$ cat src/rtl/pc_unit_p_if.sv
// Control-unit op encoding and the PC unit bus interface.
// Counter signals exist only when PC_PERF_COUNT_EN is defined.
package pc_unit_p_pkg;
   typedef enum logic [5:0] {
      CU_NOP   = 6'h00,
      CU_ADD   = 6'h01,
      CU_SUB   = 6'h02,
      CU_AND   = 6'h03,
      CU_OR    = 6'h04,
      CU_XOR   = 6'h05,
      CU_SLL   = 6'h06,
      CU_SRL   = 6'h07,
      CU_SRA   = 6'h08,
      CU_SLT   = 6'h09,
      CU_SLTU  = 6'h0A,
      CU_LUI   = 6'h0B,
      CU_AUIPC = 6'h0C,
      CU_LOAD  = 6'h0D,
      CU_STORE = 6'h0E,
      CU_JAL   = 6'h10,
      CU_JALR  = 6'h11,
      CU_BEQ   = 6'h18,
      CU_BNE   = 6'h19,
      CU_BLT   = 6'h1A,
      CU_BGE   = 6'h1B,
      CU_BLTU  = 6'h1C,
      CU_BGEU  = 6'h1D,
      CU_ERROR = 6'h3F
   } cuop_t;
endpackage

interface pc_unit_p_if #(
   parameter int XLEN = 32
`ifdef PC_PERF_COUNT_EN
   ,
   parameter int CNT_W = 32
`endif
);
   import pc_unit_p_pkg::*;

   cuop_t            cuOP;
   logic [XLEN-1:0]  rs1Read;
   logic [XLEN-1:0]  signExtend;
   logic             Zero;
   logic             ALUneg;
   logic             ALUltu;
   logic             iready;
   logic             trapAck;
   logic [XLEN-1:0]  PCaddr;
   logic [XLEN-1:0]  PClink;
   logic             pcValid;
   logic             trapActive;
   logic [1:0]       trapCause;
   logic [XLEN-1:0]  trapValue;
`ifdef PC_PERF_COUNT_EN
   logic [CNT_W-1:0] instrCount;
   logic [CNT_W-1:0] takenCount;
`endif

   modport master (
      output cuOP, rs1Read, signExtend, Zero, ALUneg, ALUltu, iready, trapAck,
      input  PCaddr, PClink, pcValid, trapActive, trapCause, trapValue
`ifdef PC_PERF_COUNT_EN
      , input instrCount, takenCount
`endif
   );

   modport slave (
      input  cuOP, rs1Read, signExtend, Zero, ALUneg, ALUltu, iready, trapAck,
      output PCaddr, PClink, pcValid, trapActive, trapCause, trapValue
`ifdef PC_PERF_COUNT_EN
      , output instrCount, takenCount
`endif
   );
endinterface

$ cat src/rtl/pc_unit_p.sv
// Program counter with boot/run/trap sequencing for the single-cycle core.
// Optional PC_PERF_COUNT_EN adds retired-instruction and taken-jump counters.
//
// state   | meaning
// --------+-----------------------------------------------------------
// ST_BOOT | one cycle after reset, PCaddr = RESET_VECTOR, not yet valid
// ST_RUN  | normal sequencing, PC advances on iready
// ST_TRAP | parked at TRAP_VECTOR until trapAck
module pc_unit_p #(
   parameter int              XLEN         = 32,
   parameter logic [XLEN-1:0] RESET_VECTOR = 32'h0000_0000,
   parameter logic [XLEN-1:0] TRAP_VECTOR  = 32'h0000_0100,
   parameter int              IALIGN       = 4
`ifdef PC_PERF_COUNT_EN
   ,
   parameter int              CNT_W        = 32
`endif
) (
   input  logic         i_clk,
   input  logic         i_rst,
   pc_unit_p_if.slave   bus
);
   import pc_unit_p_pkg::*;

   localparam int LP_AW = $clog2(IALIGN);

   typedef enum logic [1:0] {ST_BOOT, ST_RUN, ST_TRAP} state_t;

   state_t            r_state;
   logic [XLEN-1:0]   r_pc;
   logic [XLEN-1:0]   r_trap_value;
   logic [1:0]        r_trap_cause;
   logic              r_pc_valid;
   logic              r_trap_active;

   logic [XLEN-1:0]   w_pc_seq;
   logic [XLEN-1:0]   w_pc_rel;
   logic [XLEN-1:0]   w_jalr_sum;
   logic [XLEN-1:0]   w_target;
   logic              w_take;
   logic              w_is_jalr;
   logic              w_misaligned;
   logic              w_illegal;

   assign w_pc_seq   = r_pc + XLEN'(4);
   assign w_pc_rel   = r_pc + bus.signExtend;
   assign w_jalr_sum = bus.rs1Read + bus.signExtend;
   assign w_illegal  = (bus.cuOP == CU_ERROR);

   always_comb begin
      w_take    = 1'b0;
      w_is_jalr = 1'b0;
      case (bus.cuOP)
         CU_JAL:  w_take = 1'b1;
         CU_JALR: begin
            w_take    = 1'b1;
            w_is_jalr = 1'b1;
         end
         CU_BEQ:  w_take = bus.Zero;
         CU_BNE:  w_take = !bus.Zero;
         CU_BLT:  w_take = bus.ALUneg;
         CU_BGE:  w_take = !bus.ALUneg || bus.Zero;
         CU_BLTU: w_take = bus.ALUltu;
         CU_BGEU: w_take = !bus.ALUltu || bus.Zero;
         default: w_take = 1'b0;
      endcase
   end

   always_comb begin
      w_target = w_pc_seq;
      if (w_is_jalr)
         w_target = {w_jalr_sum[XLEN-1:1], 1'b0};
      else if (w_take)
         w_target = w_pc_rel;
   end

   // Only taken control transfers are alignment-checked; JALR bit0 is already clear.
   assign w_misaligned = w_take && (w_target[LP_AW-1:0] != '0);

`ifdef PC_PERF_COUNT_EN
   logic [CNT_W-1:0] r_instr_cnt;
   logic [CNT_W-1:0] r_taken_cnt;
   assign bus.instrCount = r_instr_cnt;
   assign bus.takenCount = r_taken_cnt;
`endif

   always_ff @(posedge i_clk) begin
      if (i_rst) begin
         r_state       <= ST_BOOT;
         r_pc          <= RESET_VECTOR;
         r_pc_valid    <= 1'b0;
         r_trap_active <= 1'b0;
         r_trap_cause  <= 2'b00;
         r_trap_value  <= '0;
`ifdef PC_PERF_COUNT_EN
         r_instr_cnt   <= '0;
         r_taken_cnt   <= '0;
`endif
      end else begin
         case (r_state)
            ST_BOOT: begin
               r_state    <= ST_RUN;
               r_pc_valid <= 1'b1;
            end
            ST_RUN: begin
               if (bus.iready) begin
`ifdef PC_PERF_COUNT_EN
                  r_instr_cnt <= r_instr_cnt + CNT_W'(1);
`endif
                  if (w_illegal) begin
                     r_state       <= ST_TRAP;
                     r_pc          <= TRAP_VECTOR;
                     r_pc_valid    <= 1'b0;
                     r_trap_active <= 1'b1;
                     r_trap_cause  <= 2'b10;
                     r_trap_value  <= r_pc;
                  end else if (w_misaligned) begin
                     r_state       <= ST_TRAP;
                     r_pc          <= TRAP_VECTOR;
                     r_pc_valid    <= 1'b0;
                     r_trap_active <= 1'b1;
                     r_trap_cause  <= 2'b01;
                     r_trap_value  <= w_target;
                  end else begin
                     r_pc <= w_target;
`ifdef PC_PERF_COUNT_EN
                     if (w_take)
                        r_taken_cnt <= r_taken_cnt + CNT_W'(1);
`endif
                  end
               end
            end
            ST_TRAP: begin
               // Cause and value stay sticky after ack so the handler can read them.
               if (bus.trapAck) begin
                  r_state       <= ST_RUN;
                  r_pc_valid    <= 1'b1;
                  r_trap_active <= 1'b0;
               end
            end
            default: begin
               r_state    <= ST_BOOT;
               r_pc       <= RESET_VECTOR;
               r_pc_valid <= 1'b0;
            end
         endcase
      end
   end

   assign bus.PCaddr     = r_pc;
   assign bus.PClink     = w_pc_seq;
   assign bus.pcValid    = r_pc_valid;
   assign bus.trapActive = r_trap_active;
   assign bus.trapCause  = r_trap_cause;
   assign bus.trapValue  = r_trap_value;

endmodule

$ cat src/flat_wrapper.sv
// flat-port wrapper written by rule: the top's interface ports become plain ports
module pc_unit_p_flat import pc_unit_p_pkg::*;
#(
   parameter int              XLEN         = 32,
   parameter logic [XLEN-1:0] RESET_VECTOR = 32'h0000_0000,
   parameter logic [XLEN-1:0] TRAP_VECTOR  = 32'h0000_0100,
   parameter int              IALIGN       = 4

)
  (i_clk, i_rst, bus_cuOP, bus_rs1Read, bus_signExtend, bus_Zero, bus_ALUneg, bus_ALUltu, bus_iready, bus_trapAck, bus_PCaddr, bus_PClink, bus_pcValid, bus_trapActive, bus_trapCause, bus_trapValue);
  pc_unit_p_if #(.XLEN(XLEN)) bus_i ();
  input  logic i_clk;
  input  logic i_rst;
  input wire logic [$bits(bus_i.cuOP)-1:0] bus_cuOP;
  input wire logic [$bits(bus_i.rs1Read)-1:0] bus_rs1Read;
  input wire logic [$bits(bus_i.signExtend)-1:0] bus_signExtend;
  input wire logic [$bits(bus_i.Zero)-1:0] bus_Zero;
  input wire logic [$bits(bus_i.ALUneg)-1:0] bus_ALUneg;
  input wire logic [$bits(bus_i.ALUltu)-1:0] bus_ALUltu;
  input wire logic [$bits(bus_i.iready)-1:0] bus_iready;
  input wire logic [$bits(bus_i.trapAck)-1:0] bus_trapAck;
  output wire logic [$bits(bus_i.PCaddr)-1:0] bus_PCaddr;
  output wire logic [$bits(bus_i.PClink)-1:0] bus_PClink;
  output wire logic [$bits(bus_i.pcValid)-1:0] bus_pcValid;
  output wire logic [$bits(bus_i.trapActive)-1:0] bus_trapActive;
  output wire logic [$bits(bus_i.trapCause)-1:0] bus_trapCause;
  output wire logic [$bits(bus_i.trapValue)-1:0] bus_trapValue;
  assign bus_i.cuOP = bus_cuOP;
  assign bus_i.rs1Read = bus_rs1Read;
  assign bus_i.signExtend = bus_signExtend;
  assign bus_i.Zero = bus_Zero;
  assign bus_i.ALUneg = bus_ALUneg;
  assign bus_i.ALUltu = bus_ALUltu;
  assign bus_i.iready = bus_iready;
  assign bus_i.trapAck = bus_trapAck;
  assign bus_PCaddr = bus_i.PCaddr;
  assign bus_PClink = bus_i.PClink;
  assign bus_pcValid = bus_i.pcValid;
  assign bus_trapActive = bus_i.trapActive;
  assign bus_trapCause = bus_i.trapCause;
  assign bus_trapValue = bus_i.trapValue;
  pc_unit_p #(.XLEN(XLEN), .RESET_VECTOR(RESET_VECTOR), .TRAP_VECTOR(TRAP_VECTOR), .IALIGN(IALIGN)) u_core (.i_clk(i_clk), .i_rst(i_rst), .bus(bus_i));
endmodule
$ cat config.mk
export PLATFORM = sky130hd
export DESIGN_NAME = pc_unit_p_flat
export DESIGN_NICKNAME = d
export VERILOG_FILES = /design/src/rtl/pc_unit_p_if.sv /design/src/rtl/pc_unit_p.sv /design/src/flat_wrapper.sv
export SDC_FILE = /design/constraint.sdc
export NUM_CORES = 1
export LEC_CHECK = 0
export BUFFER_PORTS_ARGS = -buffer_cell sky130_fd_sc_hd__buf_4
export CAP_MARGIN = 10
export CELL_PAD_IN_SITES_DETAIL_PLACEMENT = 1
export CELL_PAD_IN_SITES_GLOBAL_PLACEMENT = 1
export CORE_UTILIZATION = 43
export CTS_CLUSTER_SIZE = 10
export DETAILED_ROUTE_END_ITERATION = 10
export PLACE_DENSITY = 0.89
export SETUP_SLACK_MARGIN = 0.4
export SLEW_MARGIN = 20
export SYNTH_ARGS = -nofsm -noshare
export SYNTH_HDL_FRONTEND = slang
export SYNTH_SLANG_ARGS = --single-unit
$ cat constraint.sdc
create_clock -name i_clk -period 6.2 [get_ports i_clk]
set_input_delay 1.24 -clock i_clk [delete_from_list [all_inputs] [get_ports i_clk]]
set_output_delay 1.24 -clock i_clk [all_outputs]
set_load 0.01 [all_outputs]
=== After elaboration in Yosys (flattened, before gate mapping) ===
Index checks and enable logic that the tools add are counted.

* $add $sub $neg: 3
* Equality and inequality tests: 14
* Mux-type cells: 27
* Bitwise logic cells: 1
* Reduce and logical (&&, ||, !) cells: 16

{| class="wikitable"
|+ Operator list
! cell !! count
|-
| $mux W32 || 7
|-
| $add A32 B32 Y32 || 2
|-
| $pmux W32 S2 || 1
|-
| $eq A6 B5 Y1 const B || 8
|-
| $add A32 B3 Y32 const B || 1
|-
| $mux W2 || 6
|-
| $mux W1 || 9
|-
| $pmux W1 S7 || 1
|-
| $eq A6 B6 Y1 const B || 1
|-
| $pmux W2 S3 || 1
|-
| $reduce_and A3 Y1 || 2
|-
| $reduce_bool A2 Y1 || 3
|-
| $ne A2 B2 Y1 const B || 2
|-
| $reduce_and A4 Y1 || 1
|-
| $reduce_or A2 Y1 || 2
|-
| $logic_not A1 Y1 || 3
|-
| $ne A3 B1 Y1 const B || 1
|-
| $pmux W1 S3 || 1
|-
| $eq A2 B1 Y1 const B || 1
|-
| $eq A2 B2 Y1 const B || 1
|-
| $logic_not A2 Y1 || 1
|-
| $logic_or A1 B1 Y1 || 2
|-
| $pmux W1 S2 || 1
|-
| $reduce_and A2 Y1 || 1
|-
| other kinds (2) || 2
|}

* Register bits after elaboration: 70
* Bits of input ports: 77
* Output and inout bits: 100
* Word-level logic and storage cells: 67

=== Logic depth before layout (Yosys ltp) ===
Gate-level depths: netlist (run 1).

* Depth after elaboration: 11
* Gate-level depth with buffers: 12
* Gate-level depth less buffers: 12

=== Worst setup path before layout (run 1) ===
Ideal clock, no wire load.

* Kind: input-to-reg
* Start: input bus_signExtend[0]
* End: register u_core.r_trap_value[30] (netlist: u_core.bus.trapValue[30])
* Setup time: 0.143 ns
* Arrival: 3.569 ns
* Required time: 6.057 ns
* Setup slack: 2.488 ns
* Cell stages on the path: 11
* Path buffers: 0
* Cell sequence: ha_1 fa_1 a211oi_1 o21ai_1 a21oi_1 nor3_1 nor3_2 a2111oi_0 or3_1 a211oi_1 a2111oi_2

* Longest elaborated chain between the ends: 7
* Elaborated cells on any way between the ends: 10
* Classes of those cells: 2 x add/sub; 4 x mux; 4 x reduce/logical

{| class="wikitable"
|+ RTL lines
! item !! line !! text
|-
| from (decl) || flat_wrapper.sv:16 || <nowiki>input wire logic [$bits(bus_i.signExtend)-1:0] bus_signExtend;</nowiki>
|-
| $add A32 B32 Y32 || pc_unit_p.sv:46 || <nowiki>assign w_pc_rel = r_pc + bus.signExtend;</nowiki>
|-
| $mux W32 || pc_unit_p.sv:73 || <nowiki>else if (w_take)</nowiki>
|-
| $mux W32 * || pc_unit_p.sv:71 || <nowiki>if (w_is_jalr)</nowiki>
|-
| $reduce_bool A2 Y1 || pc_unit_p.sv:78 || <nowiki>assign w_misaligned = w_take && (w_target[LP_AW-1:0] != '0);</nowiki>
|-
| $logic_and A1 B1 Y1 || pc_unit_p.sv:78 ||
|-
| $reduce_bool A2 Y1 (no source line) || -- ||
|-
| $reduce_and A3 Y1 (no source line) || -- ||
|-
| to (signal assigned) || pc_unit_p.sv:116 || <nowiki>r_trap_value <= r_pc;</nowiki>
|-
| to (signal assigned) || pc_unit_p.sv:123 || <nowiki>r_trap_value <= w_target;</nowiki>
|-
| to (decl) || pc_unit_p.sv:31 || <nowiki>logic [XLEN-1:0] r_trap_value;</nowiki>
|}

Every way passes the cells marked *; elsewhere a longest branch is shown, timed or not. The select of a mux whose other input is x is not followed.
A chain may end at the register's enable or synchronous reset.

=== Worst setup path in the final report (run 1) ===
Same ends and word-level chain as after synthesis.

==> flow_summary.ini, run 1 <==
[die]
die_area_um2 = 17400
core.rowCount = 47
die_w_um = 132
coreArea_um2 = 16500
die_h_um = 132
initial_core_util = 0.440
ios = 177

[clock_tree]
clk_pin_slew_worst_paths_ns = 0.06
htreeDepth = 3
root_buffer = clkbuf_16
ctsResizeCount = 0
cts_setup_buffers = 0
insertion_delay_ns = 0.33
cts_sinks = 70
cts_buffer_depth = 2
cts_hold_buf = 0
cts_tree = yes
cts_buffers = 9

[synth]
seq_area_frac_synth = 0.193
synthDistinctLibCells = 74
mappedNetlistArea_um2 = 7270
avgSynthCellArea_um2 = 7.39
synth_commonest_cells = 106 x nand2_1, 90 x a21oi_1, 86 x nor2_1
async_flop_share = 0
yosys.cell_count.top_type = nand2_1
yosysTopAreaCell = dfxtp_1
synth-edff-count = 0
ys_warn_count = 0
synthCells = 984
synthFlopType = dfxtp_1
ys_ff_latch = 70
synth.net_count = 1128
synth_area_leaders = dfxtp_1 19%, ha_1 11%, a21oi_1 6.2%, xnor2_1 5.9%, nand2_1 5.5%
yosysTopAreaCellShare = 0.193

[critical_path]
cp-start-kind = input port
cp_max_fo = 3
worstPathRequired_ns = 6.38
max_stage_delay_ns = 0.54
path_buf_inv = 1
arrival_ns = 4.43
critPathTopFamily = compound AO/OA/AOI/OAI gates
path_cells = buf_4, ha_1, fa_1, a211oi_1, o21ai_1, a21oi_1, nor3_1, nor3_2, a2111oi_0, or3_1, a211oi_1, a2111oi_2
critPathSlowestCell = a211oi_1
crit_top_cell = a211oi_1
path_class = in -> reg
end_kind = flop

[timing]
period_share = 0.684
skew_ns = 0.0104
final_hold_viol_count = 0
finalSetupTns_ns = 0
clock.fmax_mhz = 236
period_needed_ns = 4.24
slew_violations = 0
rsz0062_at_grt = no
setup_viol = 0
slew_headroom = 0.414
worst_slew_pin_slew_ns = 0.874

[job]
maxCapViolCount = 0

[drt]
drc = 0
wirelength_mm = 28.7
drtPass1Iterations = 5
postRouteAntennaNets = 0
wl_per_cell_um = 21.1
via_per_inst = 6.33
drt_iter0_markers = 911
num_vias = 8596

[global_route]
grt_max_degree = 56
grtUsageTotal = 0.320
antenna_found_initial = 0
grt_pass1_wl_mm = 44.3
grt-ovfl-total = 0
grt_pass1_vias = 8274

[finish]
diodes = 0
syn2layout_area_growth_pct = 24.4
multi_input_area_um2 = 5580
drive_gt1_frac = 0.193
nNetsFinal = 1278
regArea_um2 = 1400
fill_cells = 2114

[min_path]
hp-class = reg -> reg

[placement]
port-buffer-count = 176
hpwl_mm = 22.4
gp_congestion = 0.952

[pwr]
leakage_nw = 3.95
powerDensity_nw_per_um2 = 158
ir_drop_mv = 0.151
power.total_mw = 1.43

[status]
status = finished, final reports clean
==> cells by family after synthesis <==
group	count (synthesis)	share of synthesized area
mux	4	0.00619
simple gates	349	0.236
flops	70	0.193
compound gates	343	0.311
xor+xnor	79	0.0951
buf+inv	72	0.0415
fa+ha+maj	67	0.117
==> routing by layer <==
layer	part of all wire	GRT usage
met4	0.026	0.110
met3	0.074	0.0338
met1	0.45	0.445
met5	0	0
met2	0.45	0.513
==> tightest hold or removal path: cells and delay by family (launching register included) <==
kind            cells  cell delay [ns]
flops               1             0.31
simple gates        1             0.05
compound gates      1             0.05
==> state kept, by name, summed over array words and instances, names as in the netlist <==
name / cells
u_core.bus.trapCause: 2
u_core.bus.trapValue: 32
u_core.bus.trapActive: 1
u_core.r_state: 2
u_core.bus.pcValid: 1
u_core.bus.PCaddr: 32
==> per-stage QoR <==
stage                     hold WS [ns]  std cells  cell area [um2]  utilization  setup slack (ns)
final                            0.467       1359             9050        0.548              1.96
after global placement           0.443       1343             8750        0.529              1.80
after global routing             0.485       1359             9050        0.548              1.80
after floorplan                  0.469        984             7270            -              2.49
after CTS                        0.467       1359             9050        0.548              2.03
after detailed placement         0.453       1343             8750        0.529              1.70
==> power by group <==
part | internal (mW) | total, mW | leakage [nW] | switching, mW
registers | 0.458 | 0.469 | 0.565 | 0.0107
clock network | 0.331 | 0.519 | 0.152 | 0.188
logic | 0.170 | 0.438 | 3.23 | 0.268
==> cell type report <==
class / instances / area share
Multi-Input combinational cell: 842 / 0.617
Sequential cell: 70 / 0.155
Timing Repair Buffer: 186 / 0.154
Tap cell: 220 / 0.0304
Clock buffer: 12 / 0.0283
Inverter: 25 / 0.0104
Clock inverter: 4 / 0.00498
==> placed cells by master, fill, tap and decap left out, types with 5 or more instances in the layout <==
cell type  netlist  routed
and2_1           8       8
nand2b_1        10      10
inv_1           24      24
nor4b_1          6       6
buf_4            3     186
a211oi_1        16      16
a311oi_1        11      11
a31oi_1         18      18
dfxtp_1         70      70
a221oi_1         6       6
o211ai_1         8       8
and4_1           8       8
a22oi_1         21      21
o21bai_1        13      13
nor3b_1          7       7
ha_1            65      65
o21a_1           7       7
nand3_1         34      34
nand2_1        106     106
and3_1          12      12
xor2_1          30      30
o21ai_0         45      44
a21o_1          32      32
a21oi_1         90      90
nand4_1         15      15
clkbuf_16        0       9
nor3_1          25      23
or3_1           12      12
xnor2_1         49      49
o21ai_1         20      21
a22o_1           5       5
nor2_1          86      85
o22ai_1         11      11
==> final timing paths <==
path                                  from                       end  slack (ns)  depth (start not counted)
hold / removal    u_core.bus.trapValue[17]  u_core.bus.trapValue[17]        0.47                          2
hold reg to reg   u_core.bus.trapValue[17]  u_core.bus.trapValue[17]        0.47                          2
setup reg to reg      u_core.bus.PCaddr[0]  u_core.bus.trapValue[30]        2.57                         11
setup / recovery         bus_signExtend[0]  u_core.bus.trapValue[30]        1.96                         12
No activity file was read; power rests on OpenSTA's default activity.
==> run 2: changes to the inputs <==
--- a/config.mk
+++ b/config.mk
@@ -9,10 +9,10 @@
 export CAP_MARGIN = 10
 export CELL_PAD_IN_SITES_DETAIL_PLACEMENT = 1
 export CELL_PAD_IN_SITES_GLOBAL_PLACEMENT = 1
-export CORE_UTILIZATION = 43
+export CORE_UTILIZATION = 36
 export CTS_CLUSTER_SIZE = 10
 export DETAILED_ROUTE_END_ITERATION = 10
-export PLACE_DENSITY = 0.89
+export PLACE_DENSITY = 0.8
 export SETUP_SLACK_MARGIN = 0.4
 export SLEW_MARGIN = 20
 export SYNTH_ARGS = -nofsm -noshare
==> constraint.sdc (replaced) <==
create_clock -name i_clk -period 3.7 [get_ports i_clk]
set_input_delay 0.74 -clock i_clk [delete_from_list [all_inputs] [get_ports i_clk]]
set_output_delay 0.74 -clock i_clk [all_outputs]
set_load 0.01 [all_outputs]
==> run 2 against run 1 <==
Compared with the run above:
- utilization shrank 4.7 points
- combinational power grew 87%
- critical path depth shrank 5
- design area grew 8.8%
- global-route usage is 2.8 points lower
- flip-flop and latch count unchanged
- largest cell class unchanged
- highest routed layer unchanged
==> flow_summary.ini, run 2 (synthesized netlist as in run 1, its figures left out) <==
[finish]
stdcell_area_um2 = 9850
drive_gt1_frac = 0.280
final_common_cell = buf_4
nNetsFinal = 1334
syn2layout_area_growth_pct = 35.4
fill_cells = 2467
diodes = 0
regArea_um2 = 1410
multi_input_area_um2 = 5870
layout_common_cells = 242 x buf_4, 106 x nand2_1, 84 x nor2_1, 80 x a21oi_1, 65 x dfxtp_1

[critical_path]
startpoint = u_core.bus.PCaddr[14]
arrival_ns = 2.54
worstPathRequired_ns = 2.96
cp-start-kind = flop
crit_end = bus_PClink[22]
r2r_cells = 12
rrSetupSlack_ns = 0.54
r2r_end = u_core.bus.trapValue[24]
cp_max_fo = 7
end_kind = output port
path_cells = buf_4, and4_1, nand3_1, nor3_1, and4_1, xor2_1, buf_4
path_class = reg -> out
r2r-start = u_core.bus.PCaddr[0]
critPathSlowestCell = dfxtp_1
critPathTopFamily = simple AND/OR/NAND/NOR gates
path_buf_inv = 2
worstSetupPathDepth = 7
max_stage_delay_ns = 0.39

[timing]
skew_ns = 0.00511
period_share = 0.887
slew_headroom = 0.363
rsz0062_at_grt = yes
clock.fmax_mhz = 305
period_needed_ns = 3.28
slew_violations = 0
final_hold_viol_count = 0
worst_slew_pin_slew_ns = 0.956
setup_viol = 0
hold_slack_ns = 0.457

[status]
status = finished, final reports clean

[pwr]
combPwrFrac = 0.318
powerDensity_nw_per_um2 = 261
seq_power_share = 0.303
swShare = 0.324
ir_drop_mv = 0.246
clkPwrFrac = 0.378
leakage_nw = 4.32
net-switching-power_uw = 834
p_int_mw = 1.74

[clock_tree]
cts_buffer_depth = 2
insertion_delay_ns = 0.34
clk_pin_slew_worst_paths_ns = 0.06
cts_sinks = 70
cts_buffers = 9
root_buffer = clkbuf_16
htreeDepth = 3
cts_tree = yes

[placement]
hpwl_mm = 24.8
port-buffer-count = 176
gp_congestion = 0.912
placed_area_um2 = 9170

[global_route]
grtUsageTotal = 0.292
grt_max_degree = 55
grt_pass1_wl_mm = 46.5
antenna_found_initial = 0
grt_pass1_vias = 8416
grt-ovfl-total = 0

[drt]
drtPass1Iterations = 5
wl_per_cell_um = 21.3
postRouteAntennaNets = 0
num_vias = 8647
drc = 0
drt_iter0_markers = 655
via_per_inst = 5.92
wirelength_mm = 31.1

[die]
die_w_um = 144
core.rowCount = 51
initial_core_util = 0.370
die_h_um = 144
coreArea_um2 = 19700
die_area_um2 = 20800
ios = 177

[min_path]
hp-class = reg -> reg

[job]
maxCapViolCount = 0
[run 2: area by class of cell]
| class | count | area share |
|---|---|---|
| Clock buffer | 13 | 0.0274 |
| Sequential cell | 70 | 0.143 |
| Clock inverter | 3 | 0.00660 |
| Inverter | 25 | 0.00953 |
| Timing Repair Buffer | 242 | 0.184 |
| Multi-Input combinational cell | 842 | 0.595 |
| Tap cell | 265 | 0.0337 |
[run 2: metal layers]
metal | track usage | vias to the layer above | share of wire | wire length [um]
li1 | - | 4095 | - | -
met1 | 0.419 | 4167 | 0.46 | 14400
met2 | 0.458 | 336 | 0.44 | 13800
met3 | 0.0222 | 49 | 0.066 | 2060
met4 | 0.0986 | 0 | 0.025 | 787
met5 | 0 | - | 0 | 0
[run 2: worst min path at each step]
stage | start | endpoint | slack [ns] | cells after the start
6_report | u_core.bus.trapValue[17] | u_core.bus.trapValue[17] | 0.46 | 2
3_3_place_gp | u_core.bus.trapValue[17] | u_core.bus.trapValue[17] | 0.44 | 2
5_1_grt | u_core.bus.trapValue[17] | u_core.bus.trapValue[17] | 0.48 | 2
3_5_place_dp | u_core.bus.trapValue[18] | u_core.bus.trapValue[18] | 0.45 | 2
4_1_cts | u_core.bus.trapValue[18] | u_core.bus.trapValue[18] | 0.46 | 2
2_1_floorplan | u_core.r_state[0] | u_core.r_state[0] | 0.47 | 1
[run 2: what timing repair did]
item                       4_1_cts  5_1_grt
hold buffers                     0        0
pin swaps                        1       22
resized for setup                9       58
setup buffers                    1        7
gates cloned                     0        0
setup endpoints to repair       13       40
[run 2: worst min-delay path: stages (launching register included)]
cell and delay (ns):
dfxtp_1 0.31, nand2_1 0.05, a21oi_1 0.05
[run 2: power groups by stage]
| stage | clock network [mW] | registers, mW | logic, mW |
|---|---|---|---|
| after floorplan | 0 | 0.800 | 0.449 |
| after global placement | 0 | 0.796 | 0.747 |
| after detailed placement | 0 | 0.797 | 0.763 |
| after CTS | 0.978 | 0.781 | 0.770 |
| after global routing | 1.00 | 0.782 | 0.886 |
| final | 0.974 | 0.781 | 0.820 |
[run 2: per-stage QoR]
step                worst slack (ns)  std cells  utilization  total power, mW  setup TNS, ns
floorplan                      0.488        984            -             1.25              0
global placement              0.0554       1436        0.466             1.54              0
detailed placement           -0.0403       1436        0.466             1.56        -0.0462
CTS                            0.365       1453        0.486             2.53              0
global route                   0.329       1460        0.501             2.67              0
finish                         0.418       1460        0.501             2.58              0
